==> src/rtl/mc_controller_pkg.sv <==
// mc_controller_pkg: ALU codes, FSM state encoding and opcode/funct constants for the multi-cycle MIPS controller
// The IMMLEX state exists only when MC_IMM_LOGIC_EN is defined.
package mc_controller_pkg;
  localparam logic [2:0] ALU_AND = 3'b000;
  localparam logic [2:0] ALU_OR  = 3'b001;
  localparam logic [2:0] ALU_ADD = 3'b010;
  localparam logic [2:0] ALU_SUB = 3'b110;
  localparam logic [2:0] ALU_SLT = 3'b111;
  localparam logic [5:0] OP_RTYPE = 6'b000000;
  localparam logic [5:0] OP_LW    = 6'b100011;
  localparam logic [5:0] OP_SW    = 6'b101011;
  localparam logic [5:0] OP_BEQ   = 6'b000100;
  localparam logic [5:0] OP_BNE   = 6'b000101;
  localparam logic [5:0] OP_ADDI  = 6'b001000;
  localparam logic [5:0] OP_J     = 6'b000010;
  localparam logic [5:0] OP_ANDI  = 6'b001100;
  localparam logic [5:0] OP_ORI   = 6'b001101;
  localparam logic [5:0] FN_ADD = 6'b100000;
  localparam logic [5:0] FN_SUB = 6'b100010;
  localparam logic [5:0] FN_AND = 6'b100100;
  localparam logic [5:0] FN_OR  = 6'b100101;
  localparam logic [5:0] FN_SLT = 6'b101010;
  typedef enum logic [3:0] {
    FETCH, DECODE, MEMADR, MEMRD, MEMWB, MEMWR, RTYPEEX, RTYPEWB,
    BEQEX, BNEEX, ADDIEX, ADDIWB, JEX
`ifdef MC_IMM_LOGIC_EN
    , IMMLEX
`endif
  } mc_state_t;
endpackage

==> src/rtl/mc_controller_alu_dec.sv <==
// mc_alu_dec: maps the FSM's aluop request plus op/funct to an ALU control code
// aluop: 00 add, 01 sub, 10 R-type funct, 11 immediate logic (ANDI/ORI).
module mc_alu_dec
  import mc_controller_pkg::*;
#(
  parameter int OPW = 6,
  parameter int FNW = 6
) (
  input  logic [1:0]     aluop,
  input  logic [OPW-1:0] op,
  input  logic [FNW-1:0] funct,
  output logic [2:0]     alucont,
  output logic           bad_funct
);
  logic [2:0] f_alu;
  logic       f_bad;
  logic [2:0] i_alu;
  // R-type funct decode; unsupported funct falls back to ADD and flags itself
  always_comb begin
    f_alu = ALU_ADD;
    f_bad = 1'b0;
    case (funct)
      FN_ADD:  f_alu = ALU_ADD;
      FN_SUB:  f_alu = ALU_SUB;
      FN_AND:  f_alu = ALU_AND;
      FN_OR:   f_alu = ALU_OR;
      FN_SLT:  f_alu = ALU_SLT;
      default: f_bad = 1'b1;
    endcase
  end
  assign i_alu     = (op == OP_ANDI) ? ALU_AND : (op == OP_ORI) ? ALU_OR : ALU_ADD;
  assign alucont   = (aluop == 2'b00) ? ALU_ADD : (aluop == 2'b01) ? ALU_SUB :
                     (aluop == 2'b10) ? f_alu : i_alu;
  assign bad_funct = (aluop == 2'b10) & f_bad;
endmodule

==> src/rtl/mc_controller.sv <==
// mc_controller: Moore FSM sequencing the shared multi-cycle MIPS datapath
// Define MC_IMM_LOGIC_EN to add ANDI/ORI via the IMMLEX state; otherwise they decode as illegal.
module mc_controller
  import mc_controller_pkg::*;
#(
  parameter int OPW = 6,
  parameter int FNW = 6
) (
  input  logic           clk,
  input  logic           reset_n,
  input  logic [OPW-1:0] op,
  input  logic [FNW-1:0] funct,
  input  logic           zero,
  output logic           pcen,
  output logic           iord,
  output logic           memwrite,
  output logic           irwrite,
  output logic           regdst,
  output logic           memtoreg,
  output logic           regwrite,
  output logic           alusrca,
  output logic [1:0]     alusrcb,
  output logic [1:0]     pcsrc,
  output logic           immzext,
  output logic [2:0]     alucont,
  output logic           illegal
);
  mc_state_t  state_q, state_d;
  logic       pcwrite, br_eq, br_ne;
  logic       memwrite_c, irwrite_c, regwrite_c, illegal_c;
  logic [1:0] aluop;
  logic       bad_funct;
  mc_alu_dec #(.OPW(OPW), .FNW(FNW)) u_alu_dec (
    .aluop     (aluop),
    .op        (op),
    .funct     (funct),
    .alucont   (alucont),
    .bad_funct (bad_funct)
  );
  // State register; reset returns to FETCH asynchronously
  always_ff @(posedge clk or negedge reset_n) begin
    if (!reset_n) state_q <= FETCH;
    else          state_q <= state_d;
  end
  // Next-state and Moore output decode; unlisted outputs stay 0 and aluop 00 selects ADD
  always_comb begin
    state_d    = FETCH;
    pcwrite    = 1'b0;
    br_eq      = 1'b0;
    br_ne      = 1'b0;
    iord       = 1'b0;
    memwrite_c = 1'b0;
    irwrite_c  = 1'b0;
    regdst     = 1'b0;
    memtoreg   = 1'b0;
    regwrite_c = 1'b0;
    alusrca    = 1'b0;
    alusrcb    = 2'b00;
    pcsrc      = 2'b00;
    immzext    = 1'b0;
    aluop      = 2'b00;
    illegal_c  = 1'b0;
    case (state_q)
      FETCH: begin
        alusrcb   = 2'b01;
        irwrite_c = 1'b1;
        pcwrite   = 1'b1;
        state_d   = DECODE;
      end
      DECODE: begin
        alusrcb = 2'b11;
        state_d = (op == OP_LW || op == OP_SW) ? MEMADR :
                  (op == OP_RTYPE) ? RTYPEEX :
                  (op == OP_BEQ)   ? BEQEX :
                  (op == OP_BNE)   ? BNEEX :
                  (op == OP_ADDI)  ? ADDIEX :
                  (op == OP_J)     ? JEX : FETCH;
`ifdef MC_IMM_LOGIC_EN
        if (op == OP_ANDI || op == OP_ORI) state_d = IMMLEX;
`endif
        illegal_c = (state_d == FETCH);
      end
      MEMADR: begin
        alusrca = 1'b1;
        alusrcb = 2'b10;
        state_d = (op == OP_SW) ? MEMWR : MEMRD;
      end
      MEMRD: begin
        iord    = 1'b1;
        state_d = MEMWB;
      end
      MEMWB: begin
        memtoreg   = 1'b1;
        regwrite_c = 1'b1;
      end
      MEMWR: begin
        iord       = 1'b1;
        memwrite_c = 1'b1;
      end
      RTYPEEX: begin
        alusrca   = 1'b1;
        aluop     = 2'b10;
        illegal_c = bad_funct;
        state_d   = bad_funct ? FETCH : RTYPEWB;
      end
      RTYPEWB: begin
        regdst     = 1'b1;
        regwrite_c = 1'b1;
      end
      BEQEX: begin
        alusrca = 1'b1;
        aluop   = 2'b01;
        pcsrc   = 2'b01;
        br_eq   = 1'b1;
      end
      BNEEX: begin
        alusrca = 1'b1;
        aluop   = 2'b01;
        pcsrc   = 2'b01;
        br_ne   = 1'b1;
      end
      ADDIEX: begin
        alusrca = 1'b1;
        alusrcb = 2'b10;
        state_d = ADDIWB;
      end
      ADDIWB: regwrite_c = 1'b1;
      JEX: begin
        pcsrc   = 2'b10;
        pcwrite = 1'b1;
      end
`ifdef MC_IMM_LOGIC_EN
      IMMLEX: begin
        alusrca = 1'b1;
        alusrcb = 2'b10;
        immzext = 1'b1;
        aluop   = 2'b11;
        state_d = ADDIWB;
      end
`endif
      default: state_d = FETCH;
    endcase
  end
  assign pcen     = reset_n & (pcwrite | (br_eq & zero) | (br_ne & ~zero));
  assign memwrite = reset_n & memwrite_c;
  assign irwrite  = reset_n & irwrite_c;
  assign regwrite = reset_n & regwrite_c;
  assign illegal  = reset_n & illegal_c;
endmodule

==> config.mk <==
export PLATFORM = sky130hd
export DESIGN_NAME = mc_controller
export DESIGN_NICKNAME = d
export VERILOG_FILES = /design/src/rtl/mc_controller_pkg.sv /design/src/rtl/mc_controller_alu_dec.sv /design/src/rtl/mc_controller.sv
export SDC_FILE = /design/constraint.sdc
export NUM_CORES = 1
export LEC_CHECK = 0
export ABC_AREA = 1
export CAP_MARGIN = 10
export CORE_MARGIN = 4
export CORE_UTILIZATION = 40
export CTS_CLUSTER_DIAMETER = 80
export DETAILED_ROUTE_END_ITERATION = 8
export GPL_TIMING_DRIVEN = 1
export PLACE_DENSITY_LB_ADDON = 0.25
export REMOVE_ABC_BUFFERS = 1
export SETUP_SLACK_MARGIN = 0.1
export SYNTH_ARGS = -nofsm -noshare
export SYNTH_HDL_FRONTEND = slang
export SYNTH_SLANG_ARGS = --single-unit
==> constraint.sdc <==
create_clock -name clk -period 3.5 [get_ports clk]
set_input_delay 0.35 -clock clk [delete_from_list [all_inputs] [get_ports clk]]
set_output_delay 0.35 -clock clk [all_outputs]
set_load 0.03 [all_outputs]
Yosys cells after proc, flatten, opt, wreduce, memory -nomap -nowiden
Index checks and enable logic that the tools add are counted.
- logic and storage cells: 81
- output and inout bits: 17
- register bits: 4
- bits of input ports: 15
- mux-type cells: 30
- bitwise gates (word level): 11
- reduce and logical (&&, ||, !) cells: 12
- equal/unequal tests: 27
- operators by type and width (kind ; count):
    $eq A6 B6 Y1 const B ; 7
    $mux W4 ; 6
    $pmux W4 S6 ; 1
    $eq A4 B4 Y1 const B ; 5
    $eq A6 B4 Y1 const B ; 3
    $mux W3 ; 6
    $eq A4 B3 Y1 const B ; 4
    $eq A6 B3 Y1 const B ; 2
    $pmux W3 S4 ; 1
    $mux W1 ; 11
    $reduce_or A5 Y1 ; 2
    $and A1 B1 Y1 ; 8
    $eq A4 B2 Y1 const B ; 2
    $logic_not A4 Y1 ; 2
    $pmux W2 S2 ; 2
    $reduce_or A2 Y1 ; 4
    $eq A6 B2 Y1 const B ; 1
    $logic_not A6 Y1 ; 1
    $pmux W2 S3 ; 1
    $eq A4 B1 Y1 const B ; 1
    $reduce_or A3 Y1 ; 1
    $eq A2 B1 Y1 const B ; 1
    $eq A2 B2 Y1 const B ; 1
    $logic_not A2 Y1 ; 1
    other kinds (5) ; 6

Logic depth before layout (Yosys ltp)
- depth after elaboration: 10
- mapped depth: 8

By module
A second synthesis with hierarchy kept.
- cell total of the unflattened synthesis: 131
- area, all modules: 704.4 um^2
- by module, submodules not included (module ; instances ; area an instance (um^2) ; sequential area each (um^2) ; cells an instance):
    mc_controller ; 1 ; 483.0 ; 100.1 ; 86
    mc_alu_dec ; 1 ; 221.5 ; 0.0 ; 45

Worst setup path after synthesis
Ideal clock, no wire load.
- kind: reg2out
- from: register state_q[2]
- to: output port alucont[2]
- slack: 1559 ps
- data required time: 3150 ps
- cell stages (with the launch flop): 6
- arrival: 1591 ps
- buffers on the path: 0
- cells stage by stage: dfrtp_1 inv_2 nand2_1 nor2_1 nor2_1 nor2_1
- longest elaborated chain between the ends: 7
- ends and longest elaborated chain (item ; RTL line ; RTL):
    start, declared ; mc_controller.sv:28 ; mc_state_t state_q, state_d;
    start signal, assigned ; mc_controller.sv:43 ; else state_q <= state_d;
    $eq A4 B4 Y1 ; mc_controller.sv:63 ; case (state_q)
    $reduce_or A2 Y1 (no source line) ; -- ;
    $pmux W2 S2 * ; mc_controller.sv:63 ;
    $eq A2 B2 Y1 ; mc_controller_alu_dec.sv:33 ; (aluop == 2'b10) ? f_alu : i_alu;
    $mux W3 ; mc_controller_alu_dec.sv:33 ;
    $mux W3 ; mc_controller_alu_dec.sv:32 ; assign alucont = (aluop == 2'b00) ? ALU_ADD : (aluop == 2'b01) ? ALU_SUB :
    $mux W3 * ; mc_controller_alu_dec.sv:32 ;
    end, declared ; mc_controller.sv:25 ; output logic [2:0] alucont,
Mark *: on every way between the ends. The rest lies on a longest branch, timed or not.

Worst setup path in the final report
- from: input port op[1]
- to: output port illegal
- longest elaborated chain between the ends: 10
- ends and longest elaborated chain (item ; RTL line ; RTL):
    start, declared ; mc_controller.sv:11 ; input logic [OPW-1:0] op,
    $eq A6 B2 Y1 ; mc_controller.sv:77 ; (op == OP_J) ? JEX : FETCH;
    $mux W4 ; mc_controller.sv:77 ;
    $mux W4 ; mc_controller.sv:76 ; (op == OP_ADDI) ? ADDIEX :
    $mux W4 ; mc_controller.sv:75 ; (op == OP_BNE) ? BNEEX :
    $mux W4 ; mc_controller.sv:74 ; (op == OP_BEQ) ? BEQEX :
    $mux W4 ; mc_controller.sv:73 ; (op == OP_RTYPE) ? RTYPEEX :
    $mux W4 * ; mc_controller.sv:72 ; state_d = (op == OP_LW || op == OP_SW) ? MEMADR :
    $logic_not A4 Y1 * ; mc_controller.sv:81 ; illegal_c = (state_d == FETCH);
    $pmux W1 S2 * ; mc_controller.sv:63 ;
    $and A1 B1 Y1 * ; mc_controller.sv:148 ; assign illegal = reset_n & illegal_c;
    end, declared ; mc_controller.sv:26 ; output logic illegal
Marked as above.

==> summary.md <==
| Metric | Value |
|---|---|
| DRT Wirelength | `1.663 mm` |
| Peak supply drop | `260.3 uV` |
| Number of gates resized after CTS | `0` |
| Max cap viols | `0` |
| Peak fanout along the critical path | `5` |
| Buffers on Ports | `30` |
| Biggest regs | `state_q (4)` |
| Synth unique cells | `24` |
| Leak | `0.4416 nW` |
| Post-synth EDFFs | `0` |
| Average wire per standard cell | `10.80 um` |
| Async set or reset register ratio after synthesis | `100.0%` |
| DRC viols | `0` |
| Slowest CP cell | `clkdlybuf4s50_1` |
| Antenna cells | `0` |
| Crit path time final | `2491 ps` |
| Post-CTS Setup Bufs | `0` |
| Die W | `47.47 um` |
| Pre-Repair DR Iteration Count | `4` |
| Largest net degree at the start of global routing | `10` |
| Die H | `47.47 um` |
| CTS tree | `built` |
| Worst-Skew Late Latency | `230 ps` |
| Fmax | `401.5 MHz` |
| Setup tns final | `0 ps` |
| Arr. time, crit path | `2140 ps` |
| Post-route ant nets | `0` |
| Crit Path Class | `in2out` |
| Run status | `finished clean` |
| Final Skew | `2.172 ps` |
| Crit path buf inv count | `2` |
| RSZ-0062 raised after global routing | `no` |
| Initial antenna violation count | `0` |
| Worst Hold Slack | `351.9 ps` |
| Grt total ovfl | `0` |
| GP Congestion | `0.7865` |
| Post-Synthesis Cells | `109` |
| Vias in the first global route | `676` |
| Worst setup EP type | `primary output` |
| Hold crit path type | `in2async` |
| Num Clock Sinks | `4` |
| Num rows | `13` |
| Largest Register | `state_q` |
| Final Cycle Share | `71.17%` |
| Die Footprint | `2253 sq um` |
| DP Worst Slack | `997.7 ps` |
| Most frequent cells in the layout | `clkdlybuf4s50_1, nor2_1, nand2_1, inv_1, nand3_1` |
| Root Buffer | `clkbuf_4` |
| Top FF cell, synth | `dfrtp_1` |
| H-tree Lvls | `1` |
| Overall Global Routing Usage | `16.14%` |
| Worst-path clk slew | `40 ps` |
| Top delay family on crit path | `buffers and inverters` |
| Hold Fails Final Rpt | `0` |
| Post-DP HPWL | `1.399 mm` |
| Final Max Slew Viols | `0` |
| Setup WS post-layout | `1009 ps` |
| Nets | `156` |
| Via count | `799` |
| Worst path cell trace | `clkdlybuf4s50_1 -> nor2_1 -> nand3_1 -> nand2_1 -> nor2_1 -> nand3_1 -> a21oi_1 -> clkdlybuf4s50_1` |
| Iter 0 DRT Violations | `28` |
| Io pins | `32` |
| Mapped Area | `623.1 sq um` |
| Register bit count reported by yosys | `4` |
| First-pass GRT wire length | `2.628 mm` |
| Num CTS Buffers | `3` |
| Seq/Total Area, Yosys | `16.06%` |
| WP data required | `3150 ps` |
| Vias per inst | `5.188` |
| Hold Buf Count CTS | `0` |
| Initial Util | `45.07%` |
| Ys Warns | `0` |
| Max reg flops | `4` |
| CP Launch Type | `primary input` |
| Power Dens Cells | `424.7 nW/um^2` |
| Area growth syn-to-layout | `50.00%` |
| Core Region | `1383 sq um` |
| Max incr delay on CP | `680 ps` |
| Share of cells above drive strength 1 | `10.79%` |
| Final Setup Violations | `0` |
| Commonest non-fill, non-tap cell in the layout | `clkdlybuf4s50_1` |
| Syn Area/Cell | `5.716 sq um` |
| Bufs on Longest Clock Path | `2` |
## final timing paths
check	start	end	slack (ps)	cells past startpoint
hold reg to reg	state_q[0]	state_q[0]	720	3
setup reg to reg	state_q[1]	state_q[1]	2160	5
min in group clk	state_q[0]	state_q[0]	720	3
max in group asynchronous	reset_n	state_q[0]	2940	1
hold / removal	reset_n	state_q[1]	350	1
setup / recovery	op[1]	illegal	1010	8
## cells in the mapped netlist, types with 2 or more instances
library cell	count	area (sq um)
nand3_1	11	55.05
o21ai_0	5	25.02
buf_6	2	22.52
nor3_1	3	15.01
nor2_1	24	90.09
nand2_1	21	78.83
inv_2	5	18.77
inv_1	15	56.30
a21oi_1	3	15.01
dfrtp_1	4	100.1
nand4_1	3	18.77
## routing by layer
| metal | up-vias | GRT usage, % | wire [um] |
|---|---|---|---|
| li1 | 413 | - | - |
| met1 | 354 | 18.18 | 688 |
| met2 | 32 | 31.02 | 845 |
| met3 | 0 | 3.008 | 129 |
| met4 | 0 | 3.315 | 0 |
| met5 | - | 0 | 0 |
## final cells by class
cell class | count | area, sq um
clock buffer | 3 | 22.52
multi-input combinational | 82 | 417.9
inverter | 20 | 75.07
tap | 15 | 18.77
timing repair buffer | 30 | 300.3
fill | 128 | 447.9
sequential | 4 | 100.1
## stage by stage
step	cell area, sq um	instances	utilization, %	power (mW)
2_1_floorplan	593.1	106	-	0.2389
3_3_place_gp	912.1	151	65.97	0.3362
3_5_place_dp	912.1	151	65.97	0.3403
4_1_cts	934.6	154	67.60	0.3973
5_1_grt	934.6	154	67.60	0.4238
6_report	934.6	154	67.60	0.3969
## report_power, final
group	internal, mW	switching [mW]	total, mW
combinational	0.104	0.159	0.262
clock	0.0383	0.0178	0.0561
sequential	0.0566	0.0218	0.0784
total	0.199	0.198	0.397
## cell families (layout without fill, tap and decap cells)
kind of cell / count (synthesis) / count (layout) / synth area share (%)
other: 1 / 1 / 0.6018
buffers and inverters: 23 / 53 / 16.87
DFF: 4 / 4 / 16.06
AOI/OAI and AO/OA: 13 / 13 / 13.45
and+or+nand+nor: 68 / 68 / 53.01
Power figures use the tool's default switching activity.
